[config.mk]
export PLATFORM = sky130hd
export DESIGN_NAME = gift_effect
export DESIGN_NICKNAME = d
export VERILOG_FILES = /design/src/rtl/gift_effect.sv
export SDC_FILE = /design/constraint.sdc
export NUM_CORES = 1
export LEC_CHECK = 0
export ABC_AREA = 1
export CORE_MARGIN = 5
export CORE_UTILIZATION = 40
export CTS_CLUSTER_DIAMETER = 200
export DETAILED_ROUTE_END_ITERATION = 16
export PLACE_DENSITY_LB_ADDON = 0.08
export SLEW_MARGIN = 5
export SYNTH_ARGS = -nofsm -noshare
export SYNTH_HDL_FRONTEND = slang
export SYNTH_SLANG_ARGS = --single-unit
[constraint.sdc]
create_clock -name clock -period 6.55 [get_ports clock]
set_input_delay 1.965 -clock clock [delete_from_list [all_inputs] [get_ports clock]]
set_output_delay 1.965 -clock clock [all_outputs]
set_load 0.005 [all_outputs]
[src/rtl/gift_effect.sv]
// gift_effect: detects when a falling gift lands on the paddle and applies
// the gift's effect to the paddle width, ball speed, timed effect flags and
// the extra-ball request.
//
// Ports:
//   clock, reset        system clock; synchronous active-high reset
//   enable              frame tick; hit checks and effect timers advance on it
//   gift_active         a gift is currently falling
//   gift_kind           0 INC,1 DEC,2 SPU,3 SPD,4 HID,5 SOT,6 DRP,7 MUL
//   gift_x, gift_y      gift top-left position
//   paddle_x            paddle left edge
//   gift_clear          one-cycle pulse: deactivate the caught gift
//   width_lvl, paddle_w paddle width level and decoded width (32*(lvl+1))
//   speed_lvl           ball speed level
//   hidden, shoot_en, drop_en  timed effect flags
//   multi_req           one-cycle pulse requesting extra balls
module gift_effect #(
    parameter logic [9:0]  PADDLE_Y     = 10'd440,
    parameter logic [9:0]  PADDLE_H     = 10'd8,
    parameter logic [9:0]  GIFT_W       = 10'd16,
    parameter logic [9:0]  GIFT_H       = 10'd8,
    parameter logic [11:0] EFFECT_TICKS = 12'd600
) (
    input  logic       clock,
    input  logic       reset,
    input  logic       enable,
    input  logic       gift_active,
    input  logic [2:0] gift_kind,
    input  logic [9:0] gift_x,
    input  logic [9:0] gift_y,
    input  logic [9:0] paddle_x,
    output logic       gift_clear,
    output logic [1:0] width_lvl,
    output logic [9:0] paddle_w,
    output logic [1:0] speed_lvl,
    output logic       hidden,
    output logic       shoot_en,
    output logic       drop_en,
    output logic       multi_req
);
    typedef enum logic [1:0] {IDLE, TRACK, APPLY, WAIT_CLR} state_t;

    localparam logic [2:0] K_INC = 3'd0, K_DEC = 3'd1, K_SPU = 3'd2, K_SPD = 3'd3,
                           K_HID = 3'd4, K_SOT = 3'd5, K_DRP = 3'd6, K_MUL = 3'd7;

    state_t      state;
    logic [11:0] timer [3];   // 0 HID, 1 SOT, 2 DRP
    logic [2:0]  flag;

    // Overlap test in 11 bits so right/bottom edges near 1023 cannot wrap.
    logic [10:0] gx_end, gy_end, px_end, py_end;
    logic        hit, catch_now;
    logic [1:0]  width_nxt, speed_nxt;
    logic [2:0]  width_inc;

    assign gx_end = {1'b0, gift_x} + {1'b0, GIFT_W};
    assign gy_end = {1'b0, gift_y} + {1'b0, GIFT_H};
    assign px_end = {1'b0, paddle_x} + {1'b0, paddle_w};
    assign py_end = {1'b0, PADDLE_Y} + {1'b0, PADDLE_H};

    assign hit = ({1'b0, gift_x} < px_end) && (gx_end > {1'b0, paddle_x}) &&
                 (gy_end >= {1'b0, PADDLE_Y}) && ({1'b0, gift_y} < py_end);

    // The catch commits the gift's effect on the detecting edge, so the new
    // levels and pulses are visible throughout the single APPLY cycle; the
    // kind is captured directly into the effect registers at that edge.
    assign catch_now = (state == TRACK) && gift_active && enable && hit;

    always_comb begin
        width_nxt = width_lvl;
        speed_nxt = speed_lvl;
        if (catch_now) begin
            case (gift_kind)
                K_INC: if (width_lvl != 2'd3) width_nxt = width_lvl + 2'd1;
                K_DEC: if (width_lvl != 2'd0) width_nxt = width_lvl - 2'd1;
                K_SPU: if (speed_lvl != 2'd3) speed_nxt = speed_lvl + 2'd1;
                K_SPD: if (speed_lvl != 2'd0) speed_nxt = speed_lvl - 2'd1;
                default: ;
            endcase
        end
    end

    assign width_inc = {1'b0, width_nxt} + 3'd1;

    assign hidden   = flag[0];
    assign shoot_en = flag[1];
    assign drop_en  = flag[2];

    always_ff @(posedge clock) begin
        if (reset) begin
            state      <= IDLE;
            width_lvl  <= 2'd1;
            paddle_w   <= 10'd64;
            speed_lvl  <= 2'd1;
            flag       <= 3'b000;
            gift_clear <= 1'b0;
            multi_req  <= 1'b0;
            for (int i = 0; i < 3; i++) timer[i] <= 12'd0;
        end else begin
            gift_clear <= 1'b0;
            multi_req  <= 1'b0;
            width_lvl  <= width_nxt;
            speed_lvl  <= speed_nxt;
            paddle_w   <= {2'b00, width_inc, 5'b00000};

            // Flag drops on the same edge its timer reaches zero.
            for (int i = 0; i < 3; i++) begin
                if (enable && timer[i] != 12'd0) begin
                    timer[i] <= timer[i] - 12'd1;
                    if (timer[i] == 12'd1) flag[i] <= 1'b0;
                end
            end

            case (state)
                IDLE:     if (gift_active) state <= TRACK;
                TRACK: begin
                    if (!gift_active) state <= IDLE;
                    else if (catch_now) begin
                        state      <= APPLY;
                        gift_clear <= 1'b1;
                        multi_req  <= (gift_kind == K_MUL);
                        // Reload is written after the decrement so it wins.
                        if (gift_kind == K_HID || gift_kind == K_SOT || gift_kind == K_DRP) begin
                            timer[gift_kind[1:0]] <= EFFECT_TICKS;
                            flag[gift_kind[1:0]]  <= 1'b1;
                        end
                    end
                end
                APPLY:    state <= WAIT_CLR;
                WAIT_CLR: if (!gift_active) state <= IDLE;
                default:  state <= IDLE;
            endcase
        end
    end
endmodule

### Word level (Yosys, flattened, before mapping)

Memories as Yosys holds them, arrays and structs flattened.
Cells that the tools add are included.

* divide/modulo/power cells: 0
* shifts and indexed selects: 0
* bitwise operators: 7
* muxes and demuxes: 48
* reduce and logical (&&, ||, !) cells: 24
* magnitude comparators: 6
* add/subtract/negate cells: 11
* equality and inequality tests: 20
* multiply operators: 0

Operators by type and width (count)
* $eq 12x1->1 const B: 3
* $mux 12: 3
* $reduce_bool 12->1: 3
* $sub 12x1->12 const B: 3
* $mux 1: 28
* $mux 2: 9
* $eq 3x3->1 const B: 4
* $mux 3: 4
* $ne 2x2->1 const B: 6
* $add 10x10->11: 1
* $add 10x4->11 const B: 1
* $add 10x5->11 const B: 1
* $ge 11x9->1 const B: 1
* $gt 11x10->1: 1
* $lt 10x11->1: 1
* $logic_and 1x1->1: 10
* $lt 10x9->1 const B: 1
* $pmux 2 s2: 2
* $pmux 2 s4: 1
* $eq 3x2->1 const B: 2
* $reduce_bool 2->1: 3
* $add 2x1->2 const B: 2
* $eq 2x2->1 const B: 2
* $reduce_and 4->1: 1
* 17 further kinds: 23

* register bits: 21
* bits of input ports: 37
* memory bits (writable): 36
* logic and storage cells: 125
* ROM bits: 0
* latch bits: 0
* output and inout bits: 19
* memories: 1

Memory list
* timer: words 3, bits a word 12, rd ports 3, clocked after Yosys merged registers in 0, wr ports 4, RTL line 47 `logic [11:0] timer [3];`

### Depth between registers and ports, before layout

Gate-level depths: netlist (run 1).

* word-level depth: 11
* depth in mapped cells: 21
* gate-level depth less buffers: 20

### Least setup slack after synthesis (run 1)

Ideal clock, no wire load.

* kind: input -> register
* start point: input port paddle_x[5]
* end point: register paddle_w[6]
* slack: 1.917 ns
* setup time: 0.123 ns
* path buffers: 1
* data arrival time: 4.510 ns
* stages: 19
* required time: 6.427 ns
* path through: ha_1 -> inv_1 -> fa_1 -> o22ai_1 -> xor2_1 -> ha_1 -> nand2_1 -> nand2_1 -> nand2_1 -> nand2_1 -> nor2_2 -> nand3_2 -> nor2_4 -> buf_6 -> nand3_1 -> nand2_1 -> inv_1 -> ha_1 -> or2_2

* longest elaborated chain between the ends: 8
* elaborated cells on any way between the ends: 9
* classes of those cells: 2 x add/sub; 2 x order compare; 1 x mux; 4 x reduce/logical

Ends and longest elaborated chain
* start, declared: RTL line 31 `input logic [9:0] paddle_x,`
* $add 10x10->11: RTL line 58 `assign px_end = {1'b0, paddle_x} + {1'b0, paddle_w};`
* $lt 10x11->1: RTL line 61 `assign hit = ({1'b0, gift_x} < px_end) && (gx_end > {1'b0, paddle_x}) &&`
* $logic_and 1x1->1 * (2 in a row): RTL line 61
* $logic_and 1x1->1 *: RTL line 62 `(gy_end >= {1'b0, PADDLE_Y}) && ({1'b0, gift_y} < py_end);`
* $logic_and 1x1->1 *: RTL line 67 `assign catch_now = (state == TRACK) && gift_active && enable && hit;`
* $mux 2 *: RTL line 72 `if (catch_now) begin`
* net width_nxt[0]: RTL line 53 `logic [1:0] width_nxt, speed_nxt;`
* $add 2x1->3 *: RTL line 83 `assign width_inc = {1'b0, width_nxt} + 3'd1;`
* net width_inc[1]: RTL line 54 `logic [2:0] width_inc;`
* end signal, assigned: RTL line 104 `paddle_w <= {2'b00, width_inc, 5'b00000};`
* end, declared: RTL line 34 `output logic [9:0] paddle_w,`

Mark *: on every way through the listed nets, which the timed path passes. The rest lies on a longest branch.
A chain may end at the register's enable or synchronous reset.

### Worst setup path after layout (run 1)

Ends and elaborated chain as after synthesis.

==> results of run 1 <==
==> state kept, by name, indices dropped and copies added (netlist names), named ones only <==
signal and cells:
multi_req 1, timer 36, paddle_w 3, flag 3
speed_lvl 2, width_lvl 2, state 1, gift_clear 1
==> cells in the final DEF (no fill, tap or decap), drive strengths merged, types with 6 or more instances in the layout <==
cell type	n
inv	93
dfxtp	50
nor3	14
xnor2	6
nand3	34
clkdlybuf4s50	48
xor2	21
conb	7
nor2	84
a21oi	16
o21ai	21
ha	30
nand4	11
nand2	127
==> worst max-delay path, cell delays in order <==
cell	delay, ns
sky130_fd_sc_hd__clkdlybuf4s50_1	0.48
sky130_fd_sc_hd__ha_1	0.20
sky130_fd_sc_hd__inv_1	0.06
sky130_fd_sc_hd__fa_1	0.39
sky130_fd_sc_hd__o22ai_1	0.17
sky130_fd_sc_hd__xor2_1	0.18
sky130_fd_sc_hd__ha_1	0.27
sky130_fd_sc_hd__nand2_1	0.08
sky130_fd_sc_hd__nand2_1	0.04
sky130_fd_sc_hd__nand2_1	0.05
sky130_fd_sc_hd__nand2_1	0.05
sky130_fd_sc_hd__nor2_2	0.11
sky130_fd_sc_hd__nand3_2	0.08
sky130_fd_sc_hd__nor2_4	0.29
sky130_fd_sc_hd__nand3_1	0.16
sky130_fd_sc_hd__nand2_1	0.12
sky130_fd_sc_hd__inv_1	0.05
sky130_fd_sc_hd__ha_1	0.27
sky130_fd_sc_hd__or2_2	0.27
==> logic make-up after synthesis <==
group | after synthesis
AND/OR/NAND/NOR | 282
AO/OA/AOI/OAI | 48
buffers and inverters | 104
other | 1
XOR/XNOR | 27
flip-flops | 50
adder cells (fa/ha/maj) | 31
==> stage by stage <==
step / instances / util / hold WS (ns)
after floorplan: 549 / - / 0.461
after global placement: 697 / 0.467 / 0.473
after detailed placement: 697 / 0.467 / 0.476
after CTS: 704 / 0.476 / 0.497
after global routing: 704 / 0.476 / 0.531
final: 704 / 0.476 / 0.486
==> routing by layer <==
layer,wire (um),up-vias
met5,0,-
met4,67,0
met3,272,6
met2,3680,46
met1,3920,1457
li1,-,1789
==> synth_stat cells <==
cell                       instances
sky130_fd_sc_hd__nor2_1           65
sky130_fd_sc_hd__nand2_8           2
sky130_fd_sc_hd__nor2_4            1
sky130_fd_sc_hd__inv_2             2
sky130_fd_sc_hd__a31o_2            2
sky130_fd_sc_hd__nor4_1            4
sky130_fd_sc_hd__conb_1            1
sky130_fd_sc_hd__fa_1              1
sky130_fd_sc_hd__nand2_4           1
sky130_fd_sc_hd__nand3_1          27
sky130_fd_sc_hd__nor3b_1           1
sky130_fd_sc_hd__nand4_1          11
sky130_fd_sc_hd__or2_1             2
sky130_fd_sc_hd__clkbuf_1          3
sky130_fd_sc_hd__nor2_2           18
sky130_fd_sc_hd__a21oi_1          15
sky130_fd_sc_hd__a31oi_1           2
sky130_fd_sc_hd__nand3_4           2
sky130_fd_sc_hd__xnor2_1           6
sky130_fd_sc_hd__a21oi_2           1
sky130_fd_sc_hd__or2_2             1
sky130_fd_sc_hd__nor3_1           14
sky130_fd_sc_hd__clkinv_1          1
sky130_fd_sc_hd__inv_1            90
sky130_fd_sc_hd__ha_1             30
sky130_fd_sc_hd__o22ai_1           2
sky130_fd_sc_hd__nand3_2           5
sky130_fd_sc_hd__o21ai_0          20
sky130_fd_sc_hd__buf_4             7
sky130_fd_sc_hd__nand3b_1          4
sky130_fd_sc_hd__nand2_1         121
sky130_fd_sc_hd__dfxtp_1          50
sky130_fd_sc_hd__nand2_2           3
sky130_fd_sc_hd__xor2_1           21
sky130_fd_sc_hd__o21ai_2           1
sky130_fd_sc_hd__buf_6             1
sky130_fd_sc_hd__o21bai_1          5
==> cell type report <==
class,count,area [um2],area share
inverter,93,349,0.0809
timing repair buffer,48,480,0.111
clock inverter,2,13.8,0.00319
clock buffer,5,68.8,0.0159
tap,111,139,0.0322
multi-input combinational,395,2260,0.524
sequential,50,1000,0.232
==> worst max path at each step <==
stage	startpoint	to	slack [ns]	depth (start not counted)
detailed placement	paddle_x[5]	paddle_w[6]	1.11	19
floorplan	paddle_x[5]	paddle_w[6]	1.92	19
global route	paddle_x[5]	paddle_w[6]	1.17	19
global placement	paddle_x[5]	paddle_w[6]	1.18	19
CTS	paddle_x[5]	paddle_w[6]	1.41	19
finish	paddle_x[5]	paddle_w[6]	1.43	19
==> report_power, final <==
part	total, uW	internal, uW	switching, uW
combinational	686	280	405
sequential	474	398	76.3
clock	177	74.1	103
total	1340	752	584
==> impl_metrics.env, run 1 <==
export IMPL_clk_pin_slew_ns=0.09
export IMPL_use_met3=0.0276
export IMPL_drt_pre_antenna_iters=4
export IMPL_synthDominantCellAreaShare=0.273
export IMPL_hold_violations=0
export IMPL_overall_die_width_um=106
export IMPL_die_area_um2=11200
export IMPL_grt_pass1_vias=3102
export IMPL_gr_usage_met1=0.190
export IMPL_placementRows=35
export IMPL_grt_most_used_layer="met2"
export IMPL_io_pins=56
export IMPL_post_dp_cell_area_um2=4230
export IMPL_violation_count_after_the_first_detailed_routing_iteration=124
export IMPL_port_buffers=48
export IMPL_seq_area_frac_synth=0.273
export IMPL_clk_insertion_delay_late_ns=0.30
export IMPL_slew_viol_final=0
export IMPL_grtUsageMet2=0.249
export IMPL_clockRootBuffer="sky130_fd_sc_hd__clkbuf_8"
export IMPL_total_core_area_um2=9060
export IMPL_cellLeakagePower_uw=0.00213
export IMPL_postLayoutCellArea_um2=4320
export IMPL_routed_via_count=3298
export IMPL_dp_hpwl_um=6420
export IMPL_mean_cell_area_of_the_mapped_netlist_um2=6.75
export IMPL_average_routed_wire_per_standard_cell_um=11.3
export IMPL_fillCellCount=927
export IMPL_synthDistinctLibCells=37
export IMPL_worst_hold_path_endpoint="flag[1]"
export IMPL_setup_worst_path_end_class="flop"
export IMPL_min_path_cells=2
export IMPL_die_height_um=106
export IMPL_postRouteWirelength_um=7940
export IMPL_status="completed"
export IMPL_area_fraction_in_and_or_nand_and_nor_cells_after_synthesis=0.363
export IMPL_worstHoldStart="flag[1]"
export IMPL_synthToLayoutAreaGrowth_pct=17.7
export IMPL_regToRegStartpoint="paddle_w[5]"
export IMPL_grt_setup_unrepaired="no"
export IMPL_grt_antenna_before_repair=0
export IMPL_timing_fmax_mhz=195
export IMPL_worst_slew_pin_transition_ns=0.637
export IMPL_yosys_mux_area_fraction=0
export IMPL_ff_latch_count_synth=50
export IMPL_setup_worst_path_start_class="primary input"
export IMPL_ant_cells=0
export IMPL_worst_slew_margin_rel=0.574
export IMPL_tritoncts="done"
export IMPL_clock_skew_ns=0.0129
export IMPL_final_cycle_share=0.782
export IMPL_post_cts_buffers=0
export IMPL_synth_adder_area_share=0.108
export IMPL_resized_cells_post_cts=0
export IMPL_setup_violations_final=0
export IMPL_synth_top_family_by_area="simple AND/OR/NAND/NOR gates"
export IMPL_pin_count_of_the_biggest_net_entering_global_routing=19
export IMPL_grt_overflow_total=0
export IMPL_grt_total_usage=0.145
export IMPL_initial_core_util=0.404
export IMPL_synth_area_leader_cell="sky130_fd_sc_hd__dfxtp_1"
export IMPL_synth_compound_area_share=0.0744
export IMPL_detail_route_drc_violations=0
export IMPL_cts_buffers_inserted=5
export IMPL_synth_yosys_warnings=0
export IMPL_power_per_cell_area_nw_per_um2=310
export IMPL_cap_violations=0
export IMPL_vdd_ir_drop_max_mv=0.167
export IMPL_post_route_cells_drive_above_1_share=0.0776
export IMPL_post_route_min_period_ns=5.12
export IMPL_h_tree_levels=2
export IMPL_endpoint_of_the_most_critical_register_to_register_path="paddle_w[6]"
export IMPL_cp_max_fo=11
export IMPL_reg2regPathDepth=18
export IMPL_synth_xor_area_share=0.0645
export IMPL_via_per_inst=4.68
export IMPL_finalSetupTns_ns=0
export IMPL_timing_worst_setup_path_type="in2reg"
export IMPL_hold_path_class="reg2reg"
export IMPL_rd_place_congestion=0.815
export IMPL_regToRegSetupSlack_ns=3.21
export IMPL_post_place_ws_ns=1.11
export IMPL_synth_cell_area_um2=3670
export IMPL_clock_sink_count=50
export IMPL_worst_endpoint_required_ns=6.73
export IMPL_grt_first_pass_wirelength_um=13700
export IMPL_nets=661
export IMPL_worst_slack_ns=1.43
export IMPL_total_power_uw=1340
export IMPL_worst_ep_arrival_time_ns=5.30
export IMPL_ant_nets=0
export IMPL_yosys_top_cells_area="sky130_fd_sc_hd__dfxtp_1 (27%), sky130_fd_sc_hd__nand2_1 (12%), sky130_fd_sc_hd__ha_1 (10%)"
export IMPL_hold_buffer_count_at_cts=0
export IMPL_cts_buffer_depth=2
export IMPL_post_synth_inst_count=543
Note: power is estimated with default switching activity, not from simulation.
==> inputs of run 2 (changes only) <==
clock period = 4.6 ns   (was 6.55 ns; I/O delays follow)
==> impl_metrics.env, run 2 (synthesis gave the netlist of run 1 again) <==
export IMPL_vdd_ir_drop_max_mv=0.226
export IMPL_ant_cells=0
export IMPL_registers_top_by_ff_count="timer"
export IMPL_die_area_um2=11200
export IMPL_rd_place_congestion=0.797
export IMPL_worst_ep_arrival_time_ns=4.47
export IMPL_worst_endpoint_required_ns=4.79
export IMPL_cap_violations=0
export IMPL_regToRegStartpoint="paddle_w[5]"
export IMPL_io_pins=56
export IMPL_clock_sink_count=50
export IMPL_multiInputGateArea_um2=2260
export IMPL_fin_hold_ws_ns=0.486
export IMPL_worst_slew_pin_transition_ns=0.548
export IMPL_postRouteWirelength_um=8040
export IMPL_placementRows=35
export IMPL_drt_pre_antenna_iters=4
export IMPL_routed_via_count=3318
export IMPL_regToRegSetupSlack_ns=1.53
export IMPL_p_sw_frac=0.430
export IMPL_die_height_um=106
export IMPL_tritoncts="done"
export IMPL_violation_count_after_the_first_detailed_routing_iteration=90
export IMPL_setup_worst_path_end_class="flop"
export IMPL_dp_hpwl_um=6450
export IMPL_internal_power_uw=1110
export IMPL_cellLeakagePower_uw=0.00216
export IMPL_grt_total_usage=0.146
export IMPL_grt_first_pass_wirelength_um=13700
export IMPL_power_switching_uw=835
export IMPL_nets=666
export IMPL_combPwrFrac=0.501
export IMPL_timing_fmax_mhz=234
export IMPL_final_cell_mix="sky130_fd_sc_hd__nand2_1 (121), sky130_fd_sc_hd__inv_1 (90), sky130_fd_sc_hd__nor2_1 (65), sky130_fd_sc_hd__dfxtp_1 (50), sky130_fd_sc_hd__clkdlybuf4s50_1 (48)"
export IMPL_grt_pass1_vias=3131
export IMPL_via_per_inst=4.67
export IMPL_cp_max_fo=4
export IMPL_total_core_area_um2=9060
export IMPL_number_of_flip_flops_under_the_largest_register_name=36
export IMPL_largest_registers="timer x36, flag x3, paddle_w x3"
export IMPL_detail_route_drc_violations=0
export IMPL_fillCellCount=922
export IMPL_overall_die_width_um=106
export IMPL_setup_violations_final=0
export IMPL_setup_worst_path_start_class="primary input"
export IMPL_hold_path_class="reg2reg"
export IMPL_average_routed_wire_per_standard_cell_um=11.3
export IMPL_ant_nets=0
export IMPL_relative_contribution_of_the_clock_network_to_total_power=0.150
export IMPL_final_common_cell="sky130_fd_sc_hd__nand2_1"
export IMPL_worst_slew_margin_rel=0.633
export IMPL_h_tree_levels=2
export IMPL_port_buffers=48
export IMPL_initial_core_util=0.404
export IMPL_power_per_cell_area_nw_per_um2=443
export IMPL_finalSetupTns_ns=0
export IMPL_resized_cells_post_cts=0
export IMPL_synthToLayoutAreaGrowth_pct=19.4
export IMPL_grt_overflow_total=0
export IMPL_post_cts_buffers=0
export IMPL_seq_power_share=0.349
export IMPL_timing_worst_setup_path_type="in2reg"
export IMPL_final_cycle_share=0.929
export IMPL_grt_antenna_before_repair=0
export IMPL_area_sequential_um2=1000
export IMPL_clk_insertion_delay_late_ns=0.31
export IMPL_hold_buffer_count_at_cts=0
export IMPL_hold_violations=0
export IMPL_crit_start="paddle_x[5]"
export IMPL_cts_buffer_depth=2
export IMPL_cts_buffers_inserted=5
export IMPL_post_route_cells_drive_above_1_share=0.0868
export IMPL_slew_viol_final=0
export IMPL_clk_pin_slew_ns=0.10
export IMPL_status="completed"
export IMPL_post_route_min_period_ns=4.27
export IMPL_clockRootBuffer="sky130_fd_sc_hd__clkbuf_8"
export IMPL_clock_skew_ns=0.0116
export IMPL_worstHoldStart="flag[2]"
export IMPL_grt_setup_unrepaired="no"
export IMPL_pin_count_of_the_biggest_net_entering_global_routing=19
run 2: cell count changes in the layout (fill, tap and decap cells not counted):
cell                       before  now
sky130_fd_sc_hd__clkbuf_8       5    7
sky130_fd_sc_hd__clkinv_4       0    1
sky130_fd_sc_hd__clkinv_2       1    0
sky130_fd_sc_hd__buf_4          0    5
sky130_fd_sc_hd__inv_6          1    0
run 2: through the flow:
| step | utilization | setup slack (ns) | cells | power, uW | area [um2] |
|---|---|---|---|---|---|
| after floorplan | - | 0.552 | 549 | 1460 | 3690 |
| after global placement | 0.471 | 0.0904 | 702 | 1650 | 4270 |
| after detailed placement | 0.471 | 0.0223 | 702 | 1660 | 4270 |
| after global routing | 0.483 | 0.0848 | 710 | 2150 | 4380 |
| after CTS | 0.483 | 0.325 | 710 | 1960 | 4380 |
| final | 0.483 | 0.327 | 710 | 1940 | 4380 |
run 2: area by class of cell:
type                            instances  share of cell area
Tap cell                              111              0.0317
Inverter                               93              0.0798
Clock buffer                            7              0.0220
Multi-Input combinational cell        395               0.517
Clock inverter                          1             0.00200
Sequential cell                        50               0.229
Timing Repair Buffer                   53               0.118
run 2: path summary, 6_finish.rpt:
check,end,cells past startpoint
hold / removal,flag[2],2
setup reg to reg,paddle_w[6],18
setup / recovery,paddle_w[6],19
hold reg to reg,flag[2],2
run 2: layer usage:
metal | global-route usage | part of all wire
met1 | 0.191 | 0.48
met2 | 0.250 | 0.47
met3 | 0.0276 | 0.033
met4 | 0.0333 | 0.010
met5 | 0 | 0
run 2: power by group through the flow:
stage	clock (uW)	sequential [uW]	combinational [uW]
6_report	291	677	972
5_1_grt	324	698	1130
4_1_cts	303	677	981
3_5_place_dp	0	685	974
3_3_place_gp	0	684	962
2_1_floorplan	0	658	804
run 2: critical path: stages:
cell and delay [ns]:
sky130_fd_sc_hd__clkdlybuf4s50_1 0.48, sky130_fd_sc_hd__ha_1 0.17, sky130_fd_sc_hd__inv_1 0.05, sky130_fd_sc_hd__fa_1 0.39
sky130_fd_sc_hd__o22ai_1 0.18, sky130_fd_sc_hd__xor2_1 0.19, sky130_fd_sc_hd__ha_1 0.28, sky130_fd_sc_hd__nand2_1 0.08
sky130_fd_sc_hd__nand2_1 0.05, sky130_fd_sc_hd__nand2_1 0.06, sky130_fd_sc_hd__nand2_1 0.05, sky130_fd_sc_hd__nor2_2 0.11
sky130_fd_sc_hd__nand3_2 0.08, sky130_fd_sc_hd__nor2_4 0.12, sky130_fd_sc_hd__nand3_1 0.10, sky130_fd_sc_hd__nand2_1 0.10
sky130_fd_sc_hd__inv_1 0.05, sky130_fd_sc_hd__ha_1 0.28, sky130_fd_sc_hd__or2_2 0.27
==> inputs of run 3 (changes only) <==
CORE_ASPECT_RATIO = 0.7   (was unset)
==> impl_metrics.env, run 3 (synthesis gave the netlist of run 1 again) <==
export IMPL_final_cycle_share=0.929
export IMPL_drt_pre_antenna_iters=4
export IMPL_timing_fmax_mhz=234
export IMPL_grt_antenna_before_repair=0
export IMPL_fillCellCount=934
export IMPL_fin_hold_ws_ns=0.465
export IMPL_multiInputGateArea_um2=2260
export IMPL_power_per_cell_area_nw_per_um2=459
export IMPL_die_area_um2=11200
export IMPL_worst_slew_pin_transition_ns=0.523
export IMPL_grt_overflow_total=0
export IMPL_violation_count_after_the_first_detailed_routing_iteration=118
export IMPL_tritoncts="done"
export IMPL_resized_cells_post_cts=0
export IMPL_cp_max_fo=4
export IMPL_post_cts_buffers=0
export IMPL_vdd_ir_drop_max_mv=0.221
export IMPL_detail_route_drc_violations=0
export IMPL_ant_nets=0
export IMPL_post_route_cells_drive_above_1_share=0.0851
export IMPL_rd_place_congestion=0.851
export IMPL_postRouteWirelength_um=7940
export IMPL_die_height_um=90.1
export IMPL_post_dp_cell_area_um2=4290
export IMPL_met1Wirelength_um=4160
export IMPL_initial_core_util=0.407
export IMPL_final_cell_mix="sky130_fd_sc_hd__nand2_1 (121), sky130_fd_sc_hd__inv_1 (90), sky130_fd_sc_hd__nor2_1 (65), sky130_fd_sc_hd__dfxtp_1 (50), sky130_fd_sc_hd__clkdlybuf4s50_1 (48)"
export IMPL_worstHoldStart="flag[1]"
export IMPL_largest_registers="timer x36, flag x3, paddle_w x3"
export IMPL_grt_pass1_vias=3208
export IMPL_post_place_ws_ns=0.0424
export IMPL_worst_ep_arrival_time_ns=4.45
export IMPL_hold_path_class="reg2reg"
export IMPL_route_met3_wl_um=399
export IMPL_dp_hpwl_um=6480
export IMPL_worst_slew_margin_rel=0.650
export IMPL_grt_setup_unrepaired="no"
export IMPL_via_per_inst=4.59
export IMPL_worst_slack_ns=0.327
export IMPL_cts_buffer_depth=2
export IMPL_setup_worst_path_start_class="primary input"
export IMPL_endpoint_of_the_most_critical_register_to_register_path="paddle_w[6]"
export IMPL_regToRegSetupSlack_ns=1.53
export IMPL_hold_buffer_count_at_cts=0
export IMPL_grt_first_pass_wirelength_um=14000
export IMPL_timing_worst_setup_path_type="in2reg"
export IMPL_topRoutingLayerUsed="met4"
export IMPL_registers_top_by_ff_count="timer"
export IMPL_overall_die_width_um=124
export IMPL_setup_violations_final=0
export IMPL_average_routed_wire_per_standard_cell_um=11.0
export IMPL_slew_viol_final=0
export IMPL_number_of_flip_flops_under_the_largest_register_name=36
export IMPL_cts_buffers_inserted=5
export IMPL_clk_insertion_delay_late_ns=0.29
export IMPL_reg2regPathDepth=18
export IMPL_cap_violations=0
export IMPL_synthToLayoutAreaGrowth_pct=21.0
export IMPL_worst_hold_path_endpoint="flag[1]"
export IMPL_finalSetupTns_ns=0
export IMPL_status="completed"
export IMPL_clock_sink_count=50
export IMPL_hold_violations=0
export IMPL_area_sequential_um2=1000
export IMPL_crit_start="paddle_x[5]"
export IMPL_io_pins=56
export IMPL_clockRootBuffer="sky130_fd_sc_hd__clkbuf_16"
export IMPL_min_path_cells=2
export IMPL_ant_cells=0
export IMPL_port_buffers=48
export IMPL_route_met2_wl_um=3290
export IMPL_cellLeakagePower_uw=0.00218
export IMPL_clk_pin_slew_ns=0.06
export IMPL_nets=666
export IMPL_worst_endpoint_required_ns=4.77
export IMPL_postLayoutCellArea_um2=4430
export IMPL_total_core_area_um2=9000
export IMPL_h_tree_levels=2
export IMPL_pin_count_of_the_biggest_net_entering_global_routing=19
export IMPL_grt_total_usage=0.146
export IMPL_final_common_cell="sky130_fd_sc_hd__nand2_1"
export IMPL_routed_via_count=3321
export IMPL_layout_core_utilization=0.493
export IMPL_regToRegStartpoint="paddle_w[5]"
export IMPL_post_route_min_period_ns=4.27
export IMPL_placementRows=29
export IMPL_setup_worst_path_end_class="flop"
export IMPL_clock_skew_ns=0.00767
run 3: cell counts in the layout (fill, tap and decap cells not counted):
No cell type changed its count.
run 3: metrics by stage:
step	cells	total power, uW
2_1_floorplan	549	1460
3_3_place_gp	715	1650
3_5_place_dp	715	1660
4_1_cts	723	2050
5_1_grt	723	2250
6_report	723	2040
run 3: critical path: stages:
cell                              delay, ns
sky130_fd_sc_hd__clkdlybuf4s50_1       0.48
sky130_fd_sc_hd__ha_1                  0.16
sky130_fd_sc_hd__inv_1                 0.05
sky130_fd_sc_hd__fa_1                  0.39
sky130_fd_sc_hd__o22ai_1               0.18
sky130_fd_sc_hd__xor2_1                0.17
sky130_fd_sc_hd__ha_1                  0.27
sky130_fd_sc_hd__nand2_1               0.08
sky130_fd_sc_hd__nand2_1               0.05
sky130_fd_sc_hd__nand2_1               0.06
sky130_fd_sc_hd__nand2_1               0.06
sky130_fd_sc_hd__nor2_2                0.11
sky130_fd_sc_hd__nand3_2               0.08
sky130_fd_sc_hd__nor2_4                0.12
sky130_fd_sc_hd__nand3_1               0.10
sky130_fd_sc_hd__nand2_1               0.10
sky130_fd_sc_hd__inv_1                 0.04
sky130_fd_sc_hd__ha_1                  0.27
sky130_fd_sc_hd__or2_2                 0.27
run 3: cell type report:
type                       count  area share
tap                          124      0.0350
multi-input combinational    395       0.510
inverter                      93      0.0787
sequential                    50       0.226
timing repair buffer          53       0.117
clock buffer                   7      0.0322
clock inverter                 1     0.00113
run 3: worst max path at each step:
stage | to | slack (ns) | cells after the start
2_1_floorplan | paddle_w[6] | 0.55 | 19
3_3_place_gp | paddle_w[6] | 0.09 | 19
3_5_place_dp | paddle_w[6] | 0.04 | 19
4_1_cts | paddle_w[6] | 0.34 | 19
5_1_grt | paddle_w[6] | 0.13 | 19
6_report | paddle_w[6] | 0.33 | 19
run 3: power by group:
| group | switching [uW] | internal [uW] |
|---|---|---|
| Sequential | 111 | 567 |
| Clock | 158 | 216 |
| Combinational | 582 | 401 |
run 3: metal layers:
layer / GRT usage / vias to the layer above
met3: 0.0391 / 11
met5: 0 / -
met4: 0.0374 / 0
met2: 0.223 / 50
li1: - / 1805
met1: 0.203 / 1455
